### src/rtl/npu_gemm_pkg.sv
// Shared types and sizing helpers for the GEMM sequencer.
// Latency: n/a (package only).
// Backpressure: n/a (package only).
package npu_gemm_pkg;

    localparam int DEF_ARRAY_N = 4;

    typedef enum logic [2:0] {
        IDLE,
        CLR,
        LOAD_W,
        STREAM,
        DRAIN,
        DONE
    } gemm_state_e;

    // Cycles from an activation read strobe to its result row at the array edge
    function automatic int gemm_lat(int n, int rd_lat);
        return rd_lat + 2 * n;
    endfunction

    // Phase counter must hold the longest phase length without wrapping
    function automatic int gemm_cnt_w(int n, int m_w, int lat);
        int mx;
        mx = 2 * n;
        if ((1 << m_w) > mx) mx = 1 << m_w;
        if (lat > mx) mx = lat;
        return $clog2(mx + 1);
    endfunction

endpackage

### src/rtl/gemm_valid_pipe.sv
// 1-bit delay line tracking which activation rows are still in flight.
// Latency: DEPTH cycles from din to dout.
// Backpressure: none; synchronous flush clears every stage at once.
module gemm_valid_pipe #(
    parameter int DEPTH = 9
) (
    input  logic clk,
    input  logic flush,
    input  logic din,
    output logic dout
);

    logic [DEPTH-1:0] sr;

    // Shift one stage per cycle; flush drops everything in flight
    always_ff @(posedge clk) begin
        if (flush) begin
            sr <= '0;
        end else begin
            sr <= {sr[DEPTH-2:0], din};
        end
    end

    assign dout = sr[DEPTH-1];

endmodule

### src/rtl/gemm_seq_ctrl.sv
// Tile sequencer for the weight-stationary systolic array: clear, weight load, stream, drain.
// Latency: outputs registered; a tile takes [1] + (2N-1) + M + (RD_LAT+2N) + 1 cycles after accept.
// Backpressure: cmd_ready only in IDLE; commands offered while busy are not latched.
module gemm_seq_ctrl
    import npu_gemm_pkg::*;
#(
    parameter int ARRAY_N = DEF_ARRAY_N,
    parameter int M_W     = 8,
    parameter int RD_LAT  = 1
) (
    input  logic                         clk,
    input  logic                         rst,
    input  logic                         cmd_valid,
    output logic                         cmd_ready,
    input  logic [M_W-1:0]               cmd_m,
    input  logic                         cmd_acc,
    input  logic                         abort,
    output logic                         wgt_rd_valid,
    output logic [$clog2(ARRAY_N)-1:0]   wgt_rd_addr,
    output logic                         act_rd_valid,
    output logic [M_W-1:0]               act_rd_addr,
    output logic                         mac_load_w,
    output logic                         mac_en,
    output logic                         mac_clr,
    output logic                         out_valid,
    output logic                         busy,
    output logic                         done
);

    localparam int LAT   = gemm_lat(ARRAY_N, RD_LAT);
    localparam int CNT_W = gemm_cnt_w(ARRAY_N, M_W, LAT);
    localparam int AW    = $clog2(ARRAY_N);

    localparam logic [CNT_W-1:0] LOAD_LAST = CNT_W'(2 * ARRAY_N - 2);
    localparam logic [CNT_W-1:0] WGT_LAST  = CNT_W'(ARRAY_N - 1);
    localparam logic [CNT_W-1:0] WGT_NEXT  = CNT_W'(ARRAY_N - 2);
    localparam logic [CNT_W-1:0] DRN_LAST  = CNT_W'(LAT - 1);

    gemm_state_e      state;
    logic [CNT_W-1:0] cnt;
    logic [M_W-1:0]   m_q;
    logic             pipe_flush;

    // Abort only matters mid-tile; reset always empties the delay line
    assign pipe_flush = rst | (abort & (state != IDLE));

    // Phase FSM: outputs are set on the edge that enters the cycle they describe
    always_ff @(posedge clk) begin
        if (rst) begin
            state        <= IDLE;
            cnt          <= '0;
            m_q          <= '0;
            cmd_ready    <= 1'b1;
            busy         <= 1'b0;
            done         <= 1'b0;
            mac_clr      <= 1'b0;
            mac_load_w   <= 1'b0;
            mac_en       <= 1'b0;
            wgt_rd_valid <= 1'b0;
            wgt_rd_addr  <= '0;
            act_rd_valid <= 1'b0;
            act_rd_addr  <= '0;
        end else begin
            done         <= 1'b0;
            mac_clr      <= 1'b0;
            mac_load_w   <= 1'b0;
            mac_en       <= 1'b0;
            wgt_rd_valid <= 1'b0;
            act_rd_valid <= 1'b0;
            if (abort && state != IDLE) begin
                // Partial sums are garbage now, so wipe them on the way out
                state     <= IDLE;
                cnt       <= '0;
                mac_clr   <= 1'b1;
                busy      <= 1'b0;
                cmd_ready <= 1'b1;
            end else begin
                case (state)
                    IDLE: begin
                        if (cmd_valid) begin
                            m_q       <= cmd_m;
                            cnt       <= '0;
                            busy      <= 1'b1;
                            cmd_ready <= 1'b0;
                            if (!cmd_acc) begin
                                state   <= CLR;
                                mac_clr <= 1'b1;
                            end else begin
                                state        <= LOAD_W;
                                mac_load_w   <= 1'b1;
                                wgt_rd_valid <= 1'b1;
                                wgt_rd_addr  <= AW'(ARRAY_N - 1);
                            end
                        end
                    end
                    CLR: begin
                        state        <= LOAD_W;
                        cnt          <= '0;
                        mac_load_w   <= 1'b1;
                        wgt_rd_valid <= 1'b1;
                        wgt_rd_addr  <= AW'(ARRAY_N - 1);
                    end
                    LOAD_W: begin
                        if (cnt == LOAD_LAST) begin
                            cnt <= '0;
                            if (m_q == '0) begin
                                state <= DONE;
                                done  <= 1'b1;
                            end else begin
                                state        <= STREAM;
                                mac_en       <= 1'b1;
                                act_rd_valid <= 1'b1;
                                act_rd_addr  <= '0;
                            end
                        end else begin
                            cnt        <= cnt + CNT_W'(1);
                            mac_load_w <= 1'b1;
                            // Weights enter farthest column first; the rest of the
                            // phase just shifts them into place
                            if (cnt < WGT_LAST) begin
                                wgt_rd_valid <= 1'b1;
                                wgt_rd_addr  <= AW'(WGT_NEXT - cnt);
                            end
                        end
                    end
                    STREAM: begin
                        mac_en <= 1'b1;
                        if (cnt == CNT_W'(m_q) - CNT_W'(1)) begin
                            state <= DRAIN;
                            cnt   <= '0;
                        end else begin
                            cnt          <= cnt + CNT_W'(1);
                            act_rd_valid <= 1'b1;
                            act_rd_addr  <= M_W'(cnt + CNT_W'(1));
                        end
                    end
                    DRAIN: begin
                        if (cnt == DRN_LAST) begin
                            state <= DONE;
                            cnt   <= '0;
                            done  <= 1'b1;
                        end else begin
                            cnt    <= cnt + CNT_W'(1);
                            mac_en <= 1'b1;
                        end
                    end
                    DONE: begin
                        state     <= IDLE;
                        cnt       <= '0;
                        busy      <= 1'b0;
                        cmd_ready <= 1'b1;
                    end
                    default: begin
                        state     <= IDLE;
                        cnt       <= '0;
                        busy      <= 1'b0;
                        cmd_ready <= 1'b1;
                    end
                endcase
            end
        end
    end

    gemm_valid_pipe #(
        .DEPTH (LAT)
    ) u_valid_pipe (
        .clk   (clk),
        .flush (pipe_flush),
        .din   (act_rd_valid),
        .dout  (out_valid)
    );

endmodule
### config.mk
export PLATFORM = sky130hd
export DESIGN_NAME = gemm_seq_ctrl
export DESIGN_NICKNAME = d
export VERILOG_FILES = /design/src/rtl/npu_gemm_pkg.sv /design/src/rtl/gemm_valid_pipe.sv /design/src/rtl/gemm_seq_ctrl.sv
export SDC_FILE = /design/constraint.sdc
export NUM_CORES = 1
export LEC_CHECK = 0
export CELL_PAD_IN_SITES_DETAIL_PLACEMENT = 1
export CELL_PAD_IN_SITES_GLOBAL_PLACEMENT = 1
export CORE_MARGIN = 5
export CORE_UTILIZATION = 30
export CTS_CLUSTER_DIAMETER = 30
export DETAILED_ROUTE_END_ITERATION = 8
export GPL_ROUTABILITY_DRIVEN = 0
export HOLD_SLACK_MARGIN = 0.06
export PLACE_DENSITY = 0.64
export REMOVE_ABC_BUFFERS = 1
export SYNTH_ARGS = -nofsm -noshare
export SYNTH_HDL_FRONTEND = slang
export SYNTH_SLANG_ARGS = --single-unit
### constraint.sdc
create_clock -name clk -period 2.7 [get_ports clk]
set_input_delay 0.54 -clock clk [delete_from_list [all_inputs] [get_ports clk]]
set_output_delay 0.54 -clock clk [all_outputs]
set_load 0.005 [all_outputs]
==> results.sh <==
export IMPL_setup_tns_ps=0
export IMPL_fin_worst_skew_ps=7.72
export IMPL_synth_edf_count=0
export IMPL_synth_top_cells_by_count="47 x dfxtp_1, 39 x nand2_1, 23 x a21oi_1, 23 x nor2_1, 15 x o21ai_0"
export IMPL_areaGrowthSynthToFinish_pct=24.3
export IMPL_power_total_mw=2.44
export IMPL_p_comb_frac=0.409
export IMPL_die_w_um=97.9
export IMPL_status="complete, no violations"
export IMPL_p_seq_frac=0.372
export IMPL_dp_hpwl_um=4650
export IMPL_yosysMostFrequentCell="dfxtp_1"
export IMPL_first_global_vias=2131
export IMPL_cap_viol_max_count=0
export IMPL_fin_crit_sh=0.927
export IMPL_power_switching_mw=0.928
export IMPL_crit_required_ps=2900
export IMPL_route_detailed_drc=0
export IMPL_ir_drop_uv=432
export IMPL_final_max_slew_viol_count=0
export IMPL_max_stage_delay_ps=420
export IMPL_postCtsHoldBufs=0
export IMPL_hold_viol_final=0
export IMPL_cp_end_kind="flop"
export IMPL_grt_max_degree=18
export IMPL_clk_pin_slew_worst_paths_ps=100
export IMPL_htreeDepth=2
export IMPL_cp_data_arrival_time_ps=2700
export IMPL_drive_gt1_frac=0.113
export IMPL_ctsLongestPathBuffers=2
export IMPL_pin_count=32
export IMPL_tightest_slew_ps=433
export IMPL_setup_viol=0
export IMPL_async_flop_share=0
export IMPL_synth_area_leaders="dfxtp_1 41%, nand2_1 6.3%, a21oi_1 5.0%, xnor2_1 4.5%, nor2_1 3.7%"
export IMPL_clockRootBuffer="clkbuf_8"
export IMPL_slowest_stage="dfxtp_1"
export IMPL_drtIter0Drc=115
export IMPL_swShare=0.381
export IMPL_die_area_mm2=0.00958
export IMPL_worstPathMaxFanout=9
export IMPL_grt_overflow_total=0
export IMPL_portBuffers=31
export IMPL_coreArea_mm2=0.00761
export IMPL_nNetsFinal=336
export IMPL_rsz0062_at_grt="no"
export IMPL_dr_total_vias=2057
export IMPL_nFillCells=935
export IMPL_synthCells=287
export IMPL_setup_ws_ps=198
export IMPL_powerDensity_mw_per_mm2=847
export IMPL_ant_nets=0
export IMPL_place_ws_ps=46.5
export IMPL_antenna_found_initial=0
export IMPL_cts_sinks=47
export IMPL_cts_buffers=5
export IMPL_num_antenna_cells=0
export IMPL_avgSynthCellArea_um2=8.07
export IMPL_yosys_warnings=0
export IMPL_synth_seq_cells=47
export IMPL_internal_power_mw=1.51
export IMPL_wl_um=6160
export IMPL_yosysTopAreaCell="dfxtp_1"
export IMPL_synth_cell_types=44
export IMPL_hp_class="reg2reg"
export IMPL_grt_pass1_wl_um=10600
export IMPL_slew_headroom=0.711
export IMPL_row_count=32
export IMPL_cts_tree="done"
export IMPL_ys_seq_area_frac=0.406
export IMPL_critPathKind="reg2reg"
export IMPL_leakage_nw=1.04
export IMPL_dr_pass1_iters=5
export IMPL_start_util=0.304
export IMPL_via_per_inst=4.87
export IMPL_die_y_um=97.9
export IMPL_synth_cell_area_mm2=0.00232
export IMPL_synth_ff_type="dfxtp_1"
export IMPL_clkPwrFrac=0.219
export IMPL_timing_final_crit_period_ps=2500
export IMPL_fmax_mhz=400
export IMPL_clock_latency_ps=300
export IMPL_netlist_area_leader_share=0.406
export IMPL_cp_cell_sequence="inv_1 -> ha_1 -> nor2b_1 -> or3_1 -> a31oi_1 -> nand4_1 -> o21a_2 -> buf_4 -> a21oi_1 -> nor2_1"
export IMPL_grt_usage=0.135
export IMPL_routedWlPerCell_um=14.6
export IMPL_critPathLaunchType="flop"
==> final timing paths <==
path,startpoint,to,slack [ps],cells past startpoint
setup / recovery,m_q[1]$_SDFFE_PP0P_,cnt[0]$_SDFFE_PP0N_,200,10
hold reg to reg,u_valid_pipe.sr[2]$_SDFF_PP0_,u_valid_pipe.sr[3]$_SDFF_PP0_,430,1
hold / removal,u_valid_pipe.sr[2]$_SDFF_PP0_,u_valid_pipe.sr[3]$_SDFF_PP0_,430,1
setup reg to reg,m_q[1]$_SDFFE_PP0P_,cnt[0]$_SDFFE_PP0N_,200,10
==> sequential cells by signal, summed over array words and instances, names as in the netlist <==
register         cells
done                 1
busy                 1
cmd_ready            1
wgt_rd_valid         1
state                3
mac_clr              1
m_q                  8
mac_load_w           1
act_rd_valid         1
act_rd_addr          8
u_valid_pipe.sr      9
wgt_rd_addr          2
mac_en               1
cnt                  9
==> cells by family after synthesis <==
family                   Yosys count  share of synthesized area
AO/OA/AOI/OAI                     68                      0.188
XOR/XNOR                          16                     0.0605
adder cells (fa/ha/maj)            4                     0.0216
buffers and inverters             29                     0.0578
flip-flops                        47                      0.406
AND/OR/NAND/NOR                  123                      0.266
==> cell usage in the layout, fill, tap and decap left out, drive strengths merged, types with 3 or more instances in the layout <==
master / netlist / routed
buf: 8 / 12
nor2b: 5 / 5
clkbuf: 10 / 5
xnor2: 12 / 12
clkdlybuf4s50: 0 / 31
nand3: 7 / 7
a22oi: 3 / 3
nor4: 4 / 4
ha: 4 / 4
dfxtp: 47 / 47
o21a: 3 / 3
nand2b: 4 / 4
inv: 11 / 12
nor3: 15 / 15
xor2: 4 / 4
nor2: 23 / 23
nand3b: 3 / 3
and2: 10 / 10
a31oi: 5 / 5
a21oi: 23 / 23
or3: 7 / 7
nand2: 39 / 39
o21ai: 21 / 21
o211ai: 3 / 3
==> through the flow <==
stage / cells / util / hold WS, ps / cell area, µm²
after floorplan: 269 / - / 406 / 2220
after global placement: 412 / 0.360 / 408 / 2740
after detailed placement: 412 / 0.360 / 416 / 2740
after CTS: 420 / 0.375 / 436 / 2850
after global routing: 422 / 0.378 / 445 / 2880
final: 422 / 0.378 / 433 / 2880
==> worst max-delay path: cells and delay by family, from the launching register on <==
family | cells | cell delay (ps)
and+or+nand+nor | 4 | 780
AOI/OAI and AO/OA | 3 | 670
DFF | 1 | 420
adders and majority gates | 1 | 300
buffers and inverters | 2 | 230
==> timing repair <==
item,4_1_cts,5_1_grt
setup buffers,0,2
resized for setup,0,3
endpoints found under the setup margin,0,10
==> power groups by stage <==
stage	clock, mW	combinational, mW	sequential [mW]
2_1_floorplan	0	0.618	0.913
3_3_place_gp	0	0.947	0.923
3_5_place_dp	0	0.967	0.924
4_1_cts	0.554	0.976	0.907
5_1_grt	0.589	1.12	0.927
6_report	0.535	0.997	0.907
==> metal layers <==
layer / global-route usage / wire, µm / part of all wire
met5: 0 / 0 / 0
met4: 0.0319 / 31 / 0.0050
met3: 0.0271 / 198 / 0.032
met2: 0.226 / 2910 / 0.47
met1: 0.178 / 3030 / 0.49
==> area by class of cell <==
cell class	instances	area [µm²]	share of cell area
Clock buffer	5	68.8	0.0239
Tap cell	102	128	0.0443
Sequential cell	47	942	0.327
Clock inverter	3	46.3	0.0161
Timing Repair Buffer	43	400	0.139
Multi-Input combinational cell	211	1250	0.435
Inverter	11	41.3	0.0143
Power figures use the tool's default switching activity.
